**config.mk**
```make
export PLATFORM = sky130hd
export DESIGN_NAME = uart_img_loader
export DESIGN_NICKNAME = d
export VERILOG_FILES = /design/src/rtl/uart_img_loader.sv
export SDC_FILE = /design/constraint.sdc
export NUM_CORES = 1
export LEC_CHECK = 0
export CORE_UTILIZATION = 61
export CTS_BUF_LIST = sky130_fd_sc_hd__clkbuf_16
export CTS_CLUSTER_SIZE = 8
export DETAILED_ROUTE_END_ITERATION = 7
export PLACE_DENSITY = 0.85
export SETUP_SLACK_MARGIN = 0.3
export SYNTH_ARGS = -nofsm -noshare
export SYNTH_HDL_FRONTEND = slang
export SYNTH_SLANG_ARGS = --single-unit
```
**constraint.sdc**
```tcl
create_clock -name sys_clk -period 4.4 [get_ports sys_clk]
set_clock_uncertainty 0.2 [all_clocks]
set_input_delay 1.1 -clock sys_clk [delete_from_list [all_inputs] [get_ports sys_clk]]
set_output_delay 1.1 -clock sys_clk [all_outputs]
set_load 0.01 [all_outputs]
```
**src/rtl/uart_img_loader.sv**
```systemverilog
// Frames a sync-led, checksummed 28x28 image from the UART byte stream into the image buffer
// and holds the buffer for the inference engine until it releases it.
module uart_img_loader #(
    parameter int          PIXELS      = 784,
    parameter int          ADDR_W      = 10,
    parameter logic [7:0]  SYNC_BYTE   = 8'hAA,
    parameter int          TIMEOUT_CYC = 21700
) (
    input  logic              sys_clk,
    input  logic              sys_rst_n,
    input  logic              rx_done,
    input  logic [7:0]        rx_byte,
    input  logic              infer_done,
    output logic              wr_en,
    output logic [ADDR_W-1:0] wr_addr,
    output logic [7:0]        wr_data,
    output logic              img_valid,
    output logic              frame_err,
    output logic              busy
);

    localparam int TMR_W = $clog2(TIMEOUT_CYC);

    typedef enum logic [1:0] {IDLE, LOAD, CHECK, READY} state_t;

    state_t            state;
    logic [ADDR_W-1:0] pix_cnt;
    logic [7:0]        sum;
    logic [TMR_W-1:0]  timer;

    wire timed_out = (timer == TMR_W'(TIMEOUT_CYC - 1));

    always_ff @(posedge sys_clk or negedge sys_rst_n) begin
        if (!sys_rst_n) begin
            state     <= IDLE;
            pix_cnt   <= '0;
            sum       <= '0;
            timer     <= '0;
            wr_en     <= 1'b0;
            wr_addr   <= '0;
            wr_data   <= '0;
            img_valid <= 1'b0;
            frame_err <= 1'b0;
            busy      <= 1'b0;
        end else begin
            wr_en     <= 1'b0;
            img_valid <= 1'b0;
            frame_err <= 1'b0;
            case (state)
                IDLE: begin
                    if (rx_done && rx_byte == SYNC_BYTE) begin
                        state   <= LOAD;
                        busy    <= 1'b1;
                        pix_cnt <= '0;
                        sum     <= '0;
                        timer   <= '0;
                    end
                end
                LOAD: begin
                    // a byte arriving on the timeout cycle still counts
                    if (rx_done) begin
                        wr_en   <= 1'b1;
                        wr_addr <= pix_cnt;
                        wr_data <= rx_byte;
                        sum     <= sum + rx_byte;
                        timer   <= '0;
                        if (pix_cnt == ADDR_W'(PIXELS - 1))
                            state <= CHECK;
                        else
                            pix_cnt <= pix_cnt + 1'b1;
                    end else if (timed_out) begin
                        frame_err <= 1'b1;
                        state     <= IDLE;
                        busy      <= 1'b0;
                    end else begin
                        timer <= timer + 1'b1;
                    end
                end
                CHECK: begin
                    if (rx_done) begin
                        timer <= '0;
                        if (rx_byte == sum) begin
                            img_valid <= 1'b1;
                            state     <= READY;
                        end else begin
                            frame_err <= 1'b1;
                            state     <= IDLE;
                            busy      <= 1'b0;
                        end
                    end else if (timed_out) begin
                        frame_err <= 1'b1;
                        state     <= IDLE;
                        busy      <= 1'b0;
                    end else begin
                        timer <= timer + 1'b1;
                    end
                end
                READY: begin
                    if (infer_done) begin
                        state <= IDLE;
                        busy  <= 1'b0;
                    end
                end
                default: begin
                    state <= IDLE;
                    busy  <= 1'b0;
                end
            endcase
        end
    end

endmodule

```
; ---- Word level (Yosys, flattened, before mapping)
; Index checks and enable logic that the tools add are counted.
[totals]
word_cells = 75
out_inout_bits = 22
inputBits = 12
register_bits = 57
[op_classes]
n_addsub = 3
n_reduce_logical = 11
eq_ne = 15
n_mux = 36
[ops]
columns = op, count
row1 = $mux W15, 3
row2 = $mux W10, 3
row3 = $pmux W15 S2, 1
row4 = $pmux W10 S2, 1
row5 = $mux W8, 2
row6 = $pmux W8 S2, 1
row7 = $add A15 B1 Y15 const B, 1
row8 = $eq A15 B15 Y1 const B, 1
row9 = $mux W1, 15
row10 = $mux W2, 7
row11 = $add A10 B1 Y10 const B, 1
row12 = $eq A10 B10 Y1 const B, 1
row13 = $ne A2 B2 Y1 const B, 5
row14 = $ne A3 B3 Y1 const B, 3
row15 = $reduce_and A3 Y1, 3
row16 = $add A8 B8 Y8, 1
row17 = $eq A8 B8 Y1, 1
row18 = $eq A8 B8 Y1 const B, 1
row19 = $pmux W2 S4, 1
row20 = $reduce_and A4 Y1, 2
row21 = $eq A2 B2 Y1 const B, 2
row22 = $pmux W1 S4, 1
row23 = $reduce_bool A2 Y1, 2
row24 = $eq A2 B1 Y1 const B, 1
row25 = other kinds (5), 5

; ---- Logic depth before layout (Yosys ltp)
[depth]
ltp_word = 4
depth_mapped = 9

; ---- Worst setup path before layout
; OpenSTA, ideal clock, no wires.
[synth_timing]
kind = input port to flip-flop
startpoint = input port rx_byte[4]
endpoint = register busy
required_ns = 4.053
arrival_ns = 2.648
path_stages = 6
setup_slack_ns = 1.406
setup_ns = 0.147
path_cell_list = ha_1 -> or4_1 -> nor4_1 -> a2111oi_0 -> nor2_1 -> a21oi_1
[synth_via]
elab_chain_cells = 4
word_cells_on_any_way = 6
classes_between = eq/ne: 4 / reduce/logical: 2
[synth_rtl]
columns = item, line_no
row1 = start: declaration, 12  ; input logic [7:0] rx_byte,
row2 = $eq A8 B8 Y1, 51  ; if (rx_done && rx_byte == SYNC_BYTE) begin
row3 = $logic_and A1 B1 Y1, 51
row4 = $ne A2 B2 Y1 (no source line), --
row5 = $reduce_and A4 Y1 (no source line) *, --
row6 = end signal: assignment, 44  ; busy <= 1'b0;
row7 = end signal: assignment, 53  ; busy <= 1'b1;
row8 = end signal: assignment, 74  ; busy <= 1'b0;
row9 = end: declaration, 19  ; output logic busy
; Every way passes the cells marked *; elsewhere a longest branch is shown, timed or not.
; A chain may end at the register's enable or synchronous reset.

; ---- Worst setup path after layout
; Same ends and word-level chain as after synthesis.

==> metrics.txt <==
Netlist cell types 55; peak supply drop ~0.47 mV; post-synthesis adder-cell area fraction 0.0631; max-cap viol count 0; Hold Path Depth 2; sequential area share after synthesis 0.461; P_int between 0.001 and 0.0015 W; total negative slack 0 ns; Max clock buf depth 2; maximum clock rate around 0.28 GHz; count of non-filler cells in the finished layout about 410; DRT antenna net count 0; Setup-failing EPs final 0; Post-Synthesis Cells between 200 and 300; clock sink count 57; share of layout cells above drive strength 1 0.133; Initial Util 0.646; Bufs and invs on worst path 1; Compound-Gate Fraction of Synth Area 0.167; post-synthesis mux area share 0.0656; first-pass GRT wire length between 10 and 15 mm; PostCTS Resize Cnt 0; worst-path cell chain clkdlybuf4s50_1, ha_1, or4_1, nor4_1, a2111oi_0, nor2_1, a21oi_1; Critical Path Stages 7; slowest stage delay, CP about 0.60 ns; Worst Path Max Fanout 6; RSZ-0062 raised after global routing no; period utilization 0.803; Overflow after GRT 0; Synth area leaders dfrtp_1 46%, mux2_2 6.6%, ha_1 5.7%, a21oi_1 3.4%, o21ai_0 3.1%; Worst slew margin 0.400; synth warn 0; CP top delay family simple AND/OR/NAND/NOR gates; largest net degree at the start of global routing 38; FP Rows 25; number of synthesized flops with an enable pin 0; R2R depth 8; gr usage total 0.293; mapped cell area ~0.003 mm^2; switching share of power 0.341; vias in the first global route about 2400; CP required about 4.4 ns; leading register cell type out of synthesis dfrtp_1; drt total wl 6.96 mm; Reg power frac 0.334; drt via density between 6 and 7; LEAKAGE about 1.6 nW; Detail Placement HPWL roughly 4.7 mm; I/O pin cnt 34; TritonCTS Buffers 9; Synth Area in XOR/XNOR 0.0283; clk_lat worst skew around 0.32 ns; CTS H-tree lvls 3; Detailed Routing Iterations Pass 1 5; setup bufs post-CTS 0; Avg WL per Cell 17.2 um; Max stage delay cell, worst path or4_1; Synth Area in Simple Gates 0.191; status finished clean; Logic pwr share 0.372; Max Slew Vio Count 0; synthesis-to-layout area growth 21.9%; nets@finish 361; Fin. Hold Viols 0; PD cells ~590 mW/mm^2; HP Class reg -> reg; n_diodes 0; initial antenna violation count 0; CP Class in -> reg; fillers ~310; placed cells 390; Psw 0.000755 W; share of the synthesized area in the top cell type 0.461; Die Height ~73 um; DRT iter0 DRCs about 180; Die W 73.2 um; routability cong. ~0.85; worst-margin pin slew around 0.90 ns; fin crit period roughly 3.5 ns; largest family of logic cells by synthesized area simple AND/OR/NAND/NOR gates; CTS tree built; IO Port Bufs 33; flops & latches, synth between 50 and 60; Mean Syn Cell Area 10.5 um^2; leading area contributor after synthesis dfrtp_1; final core utilization 0.787; root buffer cell clkbuf_16; CTS Hold Buffers Added 0; Clk pwr share 0.294; crit path DAT approximately 3.5 ns; core area 0.00479 mm^2; ys async rst share 1.00; startpoint types primary input; Synth Net Count 321; register clock-pin slew on the reported worst setup and hold paths around 0.05 ns; Critical Path End Type flop; drt drc 0; Die ar. around 0.0054 mm^2; via count around 2500
routing by layer:
metal | vias to the layer above | wire length (um) | part of all wire | GRT usage
met2 | 99 | 3360 | 0.48 | 0.473
met4 | 0 | 139 | 0.020 | 0.113
met5 | - | 0 | 0 | 0
met1 | 1206 | 3130 | 0.45 | 0.399
li1 | 1193 | - | - | -
met3 | 16 | 330 | 0.047 | 0.0428
synthesized netlist by cell type (3+ instances only):
master,number
dfrtp_1,57
a21oi_1,21
o21ai_0,19
mux2_2,18
nor2_1,16
ha_1,14
nand2_1,13
nand3_1,12
o31ai_1,11
inv_1,9
or3_1,9
a22o_1,7
or4_1,7
xnor2_1,7
and3_1,5
clkbuf_1,5
nand2b_1,5
nor3_1,5
nand4_1,4
a31oi_1,3
nor2b_1,3
or2_2,3
xor2_1,3
worst reg2reg max path, delay by kind of cell (launching register included):
family,cells,cell delay (ns)
simple gates,2,0.83
compound gates,3,0.61
flops,1,0.43
buf+inv,2,0.31
fa+ha+maj,1,0.28
state kept, by name, indices dropped and copies added (netlist names):
signal and cells:
timer 15, pix_cnt 10, wr_addr 10, sum 8, wr_data 8, state 2, busy 1, frame_err 1
img_valid 1, wr_en 1
metrics by stage:
step	cell area [um^2]	power [W]	hold slack (ns)	setup WS (ns)
after CTS	3770	0.00222	0.280	0.880
after detailed placement	3490	0.00155	0.269	0.631
after global routing	3770	0.00234	0.309	0.666
final	3770	0.00221	0.277	0.865
after global placement	3490	0.00152	0.262	0.723
after floorplan	3090	0.00128	0.270	1.41
power by group through the flow:
stage                     sequential (W)  combinational [W]  clock (W)
final                           0.000740           0.000824   0.000650
after global routing            0.000756           0.000908   0.000676
after CTS                       0.000738           0.000822   0.000658
after detailed placement        0.000743           0.000807          0
after global placement          0.000734           0.000781          0
after floorplan                 0.000753           0.000529          0
path summary, 6_finish.rpt:
kind	startpoint	endpoint	slack, ns
worst max-delay path	rx_byte[4]	busy	0.86
worst min register to register	wr_addr[6]	wr_addr[6]	0.28
max in group asynchronous	sys_rst_n	sum[7]	2.52
min in group asynchronous	sys_rst_n	timer[11]	0.68
worst max register to register	state[1]	pix_cnt[9]	1.68
worst min-delay path	wr_addr[6]	wr_addr[6]	0.28
kinds of logic (layout without fill, tap and decap cells):
kind of cell,count (synthesis),in the layout
flops,57,57
simple gates,98,98
xor+xnor,10,10
buf+inv,17,61
fa+ha+maj,15,15
compound gates,79,79
mux,18,18
cells in the final DEF, fill, tap and decap left out, drive strengths merged, types with 3 or more instances in the layout:
cell type	synthesis	layout
nand3	12	12
clkinv	0	4
o21ai	20	20
nor3	5	5
mux2	18	18
clkbuf	6	9
or2	4	4
nor2b	3	3
nand2b	5	5
o31ai	11	11
a22o	7	7
clkdlybuf4s50	0	32
a31oi	3	3
nand4	5	5
ha	14	14
dfrtp	57	57
nor2	17	17
inv	9	10
or3	9	9
nand2	13	13
and3	5	5
a21oi	21	21
xnor2	7	7
or4	7	7
buf	2	5
xor2	3	3
layout make-up:
type                            count  area [um^2]  share of cell area
Multi-Input combinational cell    220         1590               0.422
Sequential cell                    57         1430               0.379
Timing Repair Buffer               37          355              0.0943
Clock buffer                        9          225              0.0598
Tap cell                           67         83.8              0.0223
Clock inverter                      6         51.3              0.0136
Inverter                            9         33.8             0.00897
Note: power is estimated with default switching activity, not from simulation.
